--- src/rtl/memory_stage.sv ---
// Pipeline memory stage: EX/MEM latch, data-cache access FSM with timeout, MEM/WB register.
// Optional MEM_FWD_EN macro enables the MEM-stage forwarding outputs (tied to 0 otherwise).
module memory_stage #(
  parameter int MAX_WAIT = 255
) (
  input  logic        CLK,
  input  logic        RST,
  input  logic        exen,
  input  logic        flush,
  input  logic [31:0] ALUOut_next,
  input  logic [31:0] dmemstore_next,
  input  logic [31:0] nPC_next,
  input  logic [31:0] lui_next,
  input  logic        dREN_next,
  input  logic        dWEN_next,
  input  logic        regWr_next,
  input  logic        halt_next,
  input  logic [2:0]  regSel_next,
  input  logic [4:0]  regDst_next,
  input  logic        dhit,
  input  logic [31:0] dmemload,
  output logic        dmemREN,
  output logic        dmemWEN,
  output logic [31:0] dmemaddr,
  output logic [31:0] dmemstore,
  output logic        mem_stall,
  output logic        wb_regWr,
  output logic [2:0]  wb_regSel,
  output logic [4:0]  wb_regDst,
  output logic [31:0] wb_wdat,
  output logic        wb_halt,
  output logic        mem_err,
  output logic        fwd_valid,
  output logic [4:0]  fwd_regDst,
  output logic [31:0] fwd_data
);
  typedef enum logic {IDLE, ACCESS} state_e;
  state_e state;

  logic [31:0] l_alu, l_store, l_npc, l_lui, ld_q;
  logic        l_dren, l_dwen, l_regwr, l_halt;
  logic [2:0]  l_regsel;
  logic [4:0]  l_regdst;
  logic [7:0]  wait_cnt;

  logic        in_access, timeout, load_en, new_memop;
  logic [31:0] rd_data, sel_data;

  assign in_access = (state == ACCESS);
  assign timeout   = in_access & (wait_cnt == 8'(MAX_WAIT - 1)) & ~dhit;
  assign mem_stall = in_access & ~dhit & ~timeout;
  // A latched or written-back halt freezes the latch so nothing behind it issues.
  assign load_en   = ~mem_stall & ~l_halt & ~wb_halt & (flush | exen);
  assign new_memop = ~flush & (dREN_next | dWEN_next);

  assign dmemREN   = in_access & l_dren;
  assign dmemWEN   = in_access & l_dwen;
  assign dmemaddr  = in_access ? l_alu   : 32'h0;
  assign dmemstore = in_access ? l_store : 32'h0;

  // Load data is live only in the dhit cycle; afterwards the captured copy is used.
  assign rd_data = (in_access & dhit) ? dmemload : ld_q;

  always_comb begin
    sel_data = l_alu;
    case (l_regsel)
      3'd1:    sel_data = rd_data;
      3'd2:    sel_data = l_npc;
      3'd3:    sel_data = l_lui;
      default: sel_data = l_alu;
    endcase
  end

`ifdef MEM_FWD_EN
  assign fwd_valid  = l_regwr & (l_regsel != 3'd1);
  assign fwd_regDst = l_regdst;
  assign fwd_data   = sel_data;
`else
  assign fwd_valid  = 1'b0;
  assign fwd_regDst = 5'd0;
  assign fwd_data   = 32'd0;
`endif

  always_ff @(posedge CLK or posedge RST) begin
    if (RST) begin
      state    <= IDLE;
      wait_cnt <= 8'd0;
      l_alu    <= 32'd0;
      l_store  <= 32'd0;
      l_npc    <= 32'd0;
      l_lui    <= 32'd0;
      l_dren   <= 1'b0;
      l_dwen   <= 1'b0;
      l_regwr  <= 1'b0;
      l_halt   <= 1'b0;
      l_regsel <= 3'd0;
      l_regdst <= 5'd0;
      ld_q     <= 32'd0;
    end else begin
      if (in_access & dhit) ld_q <= dmemload;
      if (load_en) begin
        l_alu    <= flush ? 32'd0 : ALUOut_next;
        l_store  <= flush ? 32'd0 : dmemstore_next;
        l_npc    <= flush ? 32'd0 : nPC_next;
        l_lui    <= flush ? 32'd0 : lui_next;
        l_dren   <= ~flush & dREN_next;
        l_dwen   <= ~flush & dWEN_next;
        l_regwr  <= ~flush & regWr_next;
        l_halt   <= ~flush & halt_next;
        l_regsel <= flush ? 3'd0 : regSel_next;
        l_regdst <= flush ? 5'd0 : regDst_next;
        state    <= new_memop ? ACCESS : IDLE;
        wait_cnt <= 8'd0;
      end else if (in_access) begin
        if (dhit | timeout) state <= IDLE;
        else                wait_cnt <= wait_cnt + 8'd1;
      end
    end
  end

  always_ff @(posedge CLK or posedge RST) begin
    if (RST) begin
      wb_regWr  <= 1'b0;
      wb_regSel <= 3'd0;
      wb_regDst <= 5'd0;
      wb_wdat   <= 32'd0;
      wb_halt   <= 1'b0;
      mem_err   <= 1'b0;
    end else begin
      if (timeout) mem_err <= 1'b1;
      if (mem_stall | timeout) begin
        wb_regWr  <= 1'b0;
        wb_regSel <= 3'd0;
        wb_regDst <= 5'd0;
        wb_wdat   <= 32'd0;
      end else begin
        wb_regWr  <= l_regwr;
        wb_regSel <= l_regsel;
        wb_regDst <= l_regdst;
        wb_wdat   <= sel_data;
        wb_halt   <= wb_halt | l_halt;
      end
    end
  end
endmodule

--- config.mk ---
export PLATFORM = sky130hd
export DESIGN_NAME = memory_stage
export DESIGN_NICKNAME = d
export VERILOG_FILES = /design/src/rtl/memory_stage.sv
export SDC_FILE = /design/constraint.sdc
export NUM_CORES = 1
export LEC_CHECK = 0
export ABC_AREA = 1
export CAP_MARGIN = 10
export CORE_UTILIZATION = 51
export CTS_CLUSTER_DIAMETER = 120
export DETAILED_ROUTE_END_ITERATION = 7
export GPL_ROUTABILITY_DRIVEN = 0
export PLACE_DENSITY = 0.95
export SLEW_MARGIN = 20
export SYNTH_ARGS = -nofsm -noshare
export SYNTH_HDL_FRONTEND = slang
export SYNTH_SLANG_ARGS = --single-unit
--- constraint.sdc ---
create_clock -name CLK -period 13.4 [get_ports CLK]
set_input_delay 1.34 -clock CLK [delete_from_list [all_inputs] [get_ports CLK]]
set_output_delay 1.34 -clock CLK [all_outputs]
set_load 0.01 [all_outputs]
# Word-level counts from Yosys, hierarchy flattened
# Index checks and enable logic that the tools add are counted.
# classes
add_sub_neg	1
eq_ne	5
muxes	21
bitwise_logic	26
n_reduce_logical	2
# ops
cell	n
$mux W32	8
$pmux W32 S3	1
$mux W8	3
$and A1 B1 Y1	15
$mux W5	2
$add A8 B1 Y8 const B	1
$eq A8 B8 Y1 const B	1
$eq A3 B2 Y1 const B	2
$mux W3	2
$not A1 Y1	6
$mux W1	5
$or A1 B1 Y1	5
$eq A3 B1 Y1 const B	1
$ne A2 B2 Y1 const B	1
$reduce_and A2 Y1	1
$reduce_bool A2 Y1	1
# totals
reg_bits	224
inputBits	177
wordCells	74

# Depth between registers and ports, before layout
# logic_depth
ltp_word	11
ltp_mapped	12

# Worst setup path after synthesis
# Ideal clock, no wire load.
# synth_timing
path_kind	input -> output
from	in dhit
to	out mem_stall
arrival_time_ps	1814
required_ps	12060
path_slack_ps	10246
path_stages	4
cell_sequence	nor2_2 -> nand2_2 -> buf_2 -> inv_1
# synth_between
elab_chain_len	4
# synth_lines
item	line	rtl
start: declaration	20	input logic dhit,
$not A1 Y1 *	50, 51	
$and A1 B1 Y1	50	assign timeout = in_access & (wait_cnt == 8'(MAX_WAIT - 1)) & ~dhit;
$not A1 Y1	51	assign mem_stall = in_access & ~dhit & ~timeout;
$and A1 B1 Y1 *	51	
end: declaration	26	output logic mem_stall,
# Every way passes the cells marked *; elsewhere a longest branch is shown, timed or not.

# Final worst setup path
# Ends and elaborated chain as after synthesis.

==> key figures <==
Outcome
  – Outcome: completed

Global route
  – Grt total ovfl: 0
  – First-pass GRT wire length: 45.1 mm
  – Initial antenna violation count: 0
  – GRT Overall Usage: 27.8%
  – Vias in the first global route: 9,476
  – Largest net degree at the start of global routing: 144

Floorplanning
  – Row cnt: between 50 and 60
  – DIE AREA: 0.0207 mm^2
  – Core Footprint: 0.0196 mm^2
  – Starting Density: 52.3%
  – I/O pin count: 325
  – Die height: 144 um
  – Chip Width: about 140 um

Synth
  – Syn_area_per_cell: about 7.8 um^2
  – Area share of the largest cell type after synthesis: 54.7%
  – Synth area leaders: dfrtp_1, nand2_1, inv_1
  – Prevailing post-synth register cell: dfrtp_1
  – Syn Inst Count: 1,311
  – #FFs+latches synth: 224
  – Async SR Flop Fraction: 100%
  – Compound-Gate Fraction of Synth Area: about 2.3%
  – Post-Syn Area: about 0.01 mm^2
  – Multiplexer area fraction after synthesis: 0%
  – Post-synthesis xor/xnor area fraction: 0.256%
  – Synth Area in Simple Gates: 30.9%
  – Number of flops mapped to enable cells by yosys: 0
  – Largest family of logic cells by synthesized area: simple AND/OR/NAND/NOR gates
  – Dominant cell type by area after synthesis: dfrtp_1
  – Post-synth top cells: nand2_1, dfrtp_1, inv_1, nor2_1, nand3_1
  – Most instantiated library cell after synthesis: nand2_1
  – Library cells used by synthesis: 26
  – Synth Area in Adders: less than 1%
  – Yosys warns: 0
  – Seq/Total Area, Yosys: 54.7%

Worst setup path
  – Worst Path Arrival: 3380 ps
  – Crit path kind: in -> out
  – Worst Path Max Fanout: 14
  – CP Launch Type: input port
  – Critical Path Sink Type: primary output
  – Most used cell, CP: clkdlybuf4s50_1
  – Critical Path, Cell by Cell: clkdlybuf4s50_1, buf_4, nor2_2, nand2_2, inv_1, clkdlybuf4s50_1
  – Worst r2r src: wait_cnt[0]
  – Critical Path RT: ~12,000 ps
  – Slowest stage delay, CP: 540 ps
  – R2R cell count: 11
  – RR Endpoint: l_npc[8]
  – Slowest-stage cell, CP: clkdlybuf4s50_1
  – R2r setup slk: 10,370 ps
  – CP top delay family: buffers and inverters
  – Worst Path Buf+Inv: 4

Worst hold path
  – Hold Crit Depth: 2
  – Hold Startpoint: ld_q[1]
  – Hold/Removal Path Class: reg -> reg
  – Endpoint, Worst Hold: ld_q[1]

Clock tree
  – Clock Tree Root: clkbuf_16
  – H-tree depth: 1
  – Inserted Clock Buffers: 23
  – Worst-Skew Late Latency: 510 ps
  – Worst-path clk slew: 60 ps
  – Cts repair resizes: 0
  – Post-CTS Setup Bufs: 0
  – CTS tree: built
  – Hold Buf Count CTS: 0
  – Clock buffer depth: 3
  – Clock sink total: roughly 220

STA
  – Final Hold Fails: 0
  – Unrepaired setup endpoints after global routing: no
  – Final setup viols: 0
  – Worst-margin pin slew: 1100 ps
  – Final Critical Period: 4720 ps
  – Clock Skew: approximately 24 ps
  – Final worst-path cycle share: about a third
  – Total negative slack: 0 ps
  – Slew margin rel.: 26.3%
  – Final WS setup: 8680 ps
  – Pins over their slew limit: 0
  – FMAX: 212 MHz

Detailed routing
  – Routed len/inst: 15.7 um
  – Vias per cell: 4.97
  – DRC errors left: 0
  – Post-Route WL: 28.9 mm
  – Drt initial violations: 598
  – 1st-pass router iterations: 5
  – Via Count: 9,166
  – Post-DRT Antenna Nets: 0

Place
  – Placement Setup Slack: between 8000 and 9000 ps
  – Post-place instance area: approximately 0.013 mm^2
  – Input/output buffers: 286
  – DP HPWL: 18.9 mm
  – Placed insts: 1,804

Cells and area
  – Layout cells sized above 1: 3.74%
  – Finished Cell Area: between 0.01 and 0.015 mm^2
  – NumNets Final: 1,743
  – ANT cells: 0
  – Post-Layout Cell Count: 1,844
  – Area grow syn2layout: 34.0%

Power and ir drop
  – Total power: 1540 uW
  – P_leak: roughly 0.0073 uW
  – P per Cell Area: 112 mW/mm^2
  – VDD IR-drop max: roughly 0.000092 V

Run
  – Number of max-cap violations: 0
==> final cells by class <==
cell class | count | area (um^2)
Tap cell | 265 | 332
Timing Repair Buffer | 294 | 2930
Sequential cell | 224 | 5610
Clock inverter | 12 | 108
Clock buffer | 28 | 634
Inverter | 131 | 499
Fill cell | 1432 | 5860
Multi-Input combinational cell | 890 | 3620
==> kinds of logic after synthesis <==
| group | after synthesis |
|---|---|
| and+or+nand+nor | 800 |
| buffers and inverters | 234 |
| DFF | 224 |
| AOI/OAI and AO/OA | 47 |
| xor gates and xnor gates | 3 |
| adders and majority gates | 2 |
| other | 1 |
==> worst max-delay path by stage <==
stage	start	cells past startpoint	slack, ps	to
2_1_floorplan	RST	1	5930	in_access
3_3_place_gp	dhit	6	8770	mem_stall
3_5_place_dp	dhit	6	8750	mem_stall
4_1_cts	dhit	6	8700	mem_stall
5_1_grt	dhit	6	8580	mem_stall
6_report	dhit	6	8680	mem_stall
==> state kept, by name (all words and copies together) (netlist names) <==
signal     count
wb_halt        1
l_regdst       5
wb_regDst      5
l_lui         32
l_dren         1
l_npc         32
ld_q          32
l_alu         32
wait_cnt       8
wb_regSel      3
wb_regWr       1
in_access      1
l_regwr        1
l_store       32
mem_err        1
wb_wdat       32
l_dwen         1
l_regsel       3
l_halt         1
==> power breakdown <==
| part | total (uW) | switching, uW | leakage (uW) | internal (uW) |
|---|---|---|---|---|
| registers | 739 | 21.8 | 0.00286 | 717 |
| logic | 171 | 80.7 | 0.00408 | 90.5 |
| clock network | 627 | 270 | 0.000360 | 358 |
==> cell usage in the layout, fill, tap and decap left out, types with 2 or more instances in the layout <==
cell	n
clkinv_1	2
xor2_1	3
clkbuf_8	4
clkinv_2	4
nor2_1	75
conb_1	38
clkinvlp_4	3
dfrtp_1	223
clkinv_4	3
nor2_2	2
inv_1	127
nand4_1	12
nor2_4	3
nand2_2	3
nand2_1	631
o21ai_0	44
ha_1	2
and2_1	12
buf_4	7
nand3b_1	2
clkbuf_16	23
clkdlybuf4s50_1	286
nand3_1	59
==> layer usage <==
metal	part of all wire [%]	global-route usage (%)
met2	51	50.5
met1	37	31.8
met5	0	0
met4	3.3	11.2
met3	8.9	5.86
==> through the flow <==
| step | hold WS [ps] | util (%) |
|---|---|---|
| floorplan | 430 | - |
| global placement | 444 | 66.3 |
| detailed placement | 455 | 66.3 |
| CTS | 469 | 70.1 |
| global route | 478 | 70.1 |
| finish | 467 | 70.1 |
==> tightest hold or removal path, delay by kind of cell (launching register included) <==
| family | cells | cell delay [ps] |
|---|---|---|
| flip-flops | 1 | 320 |
| AND/OR/NAND/NOR | 2 | 110 |
Power figures use the tool's default switching activity.
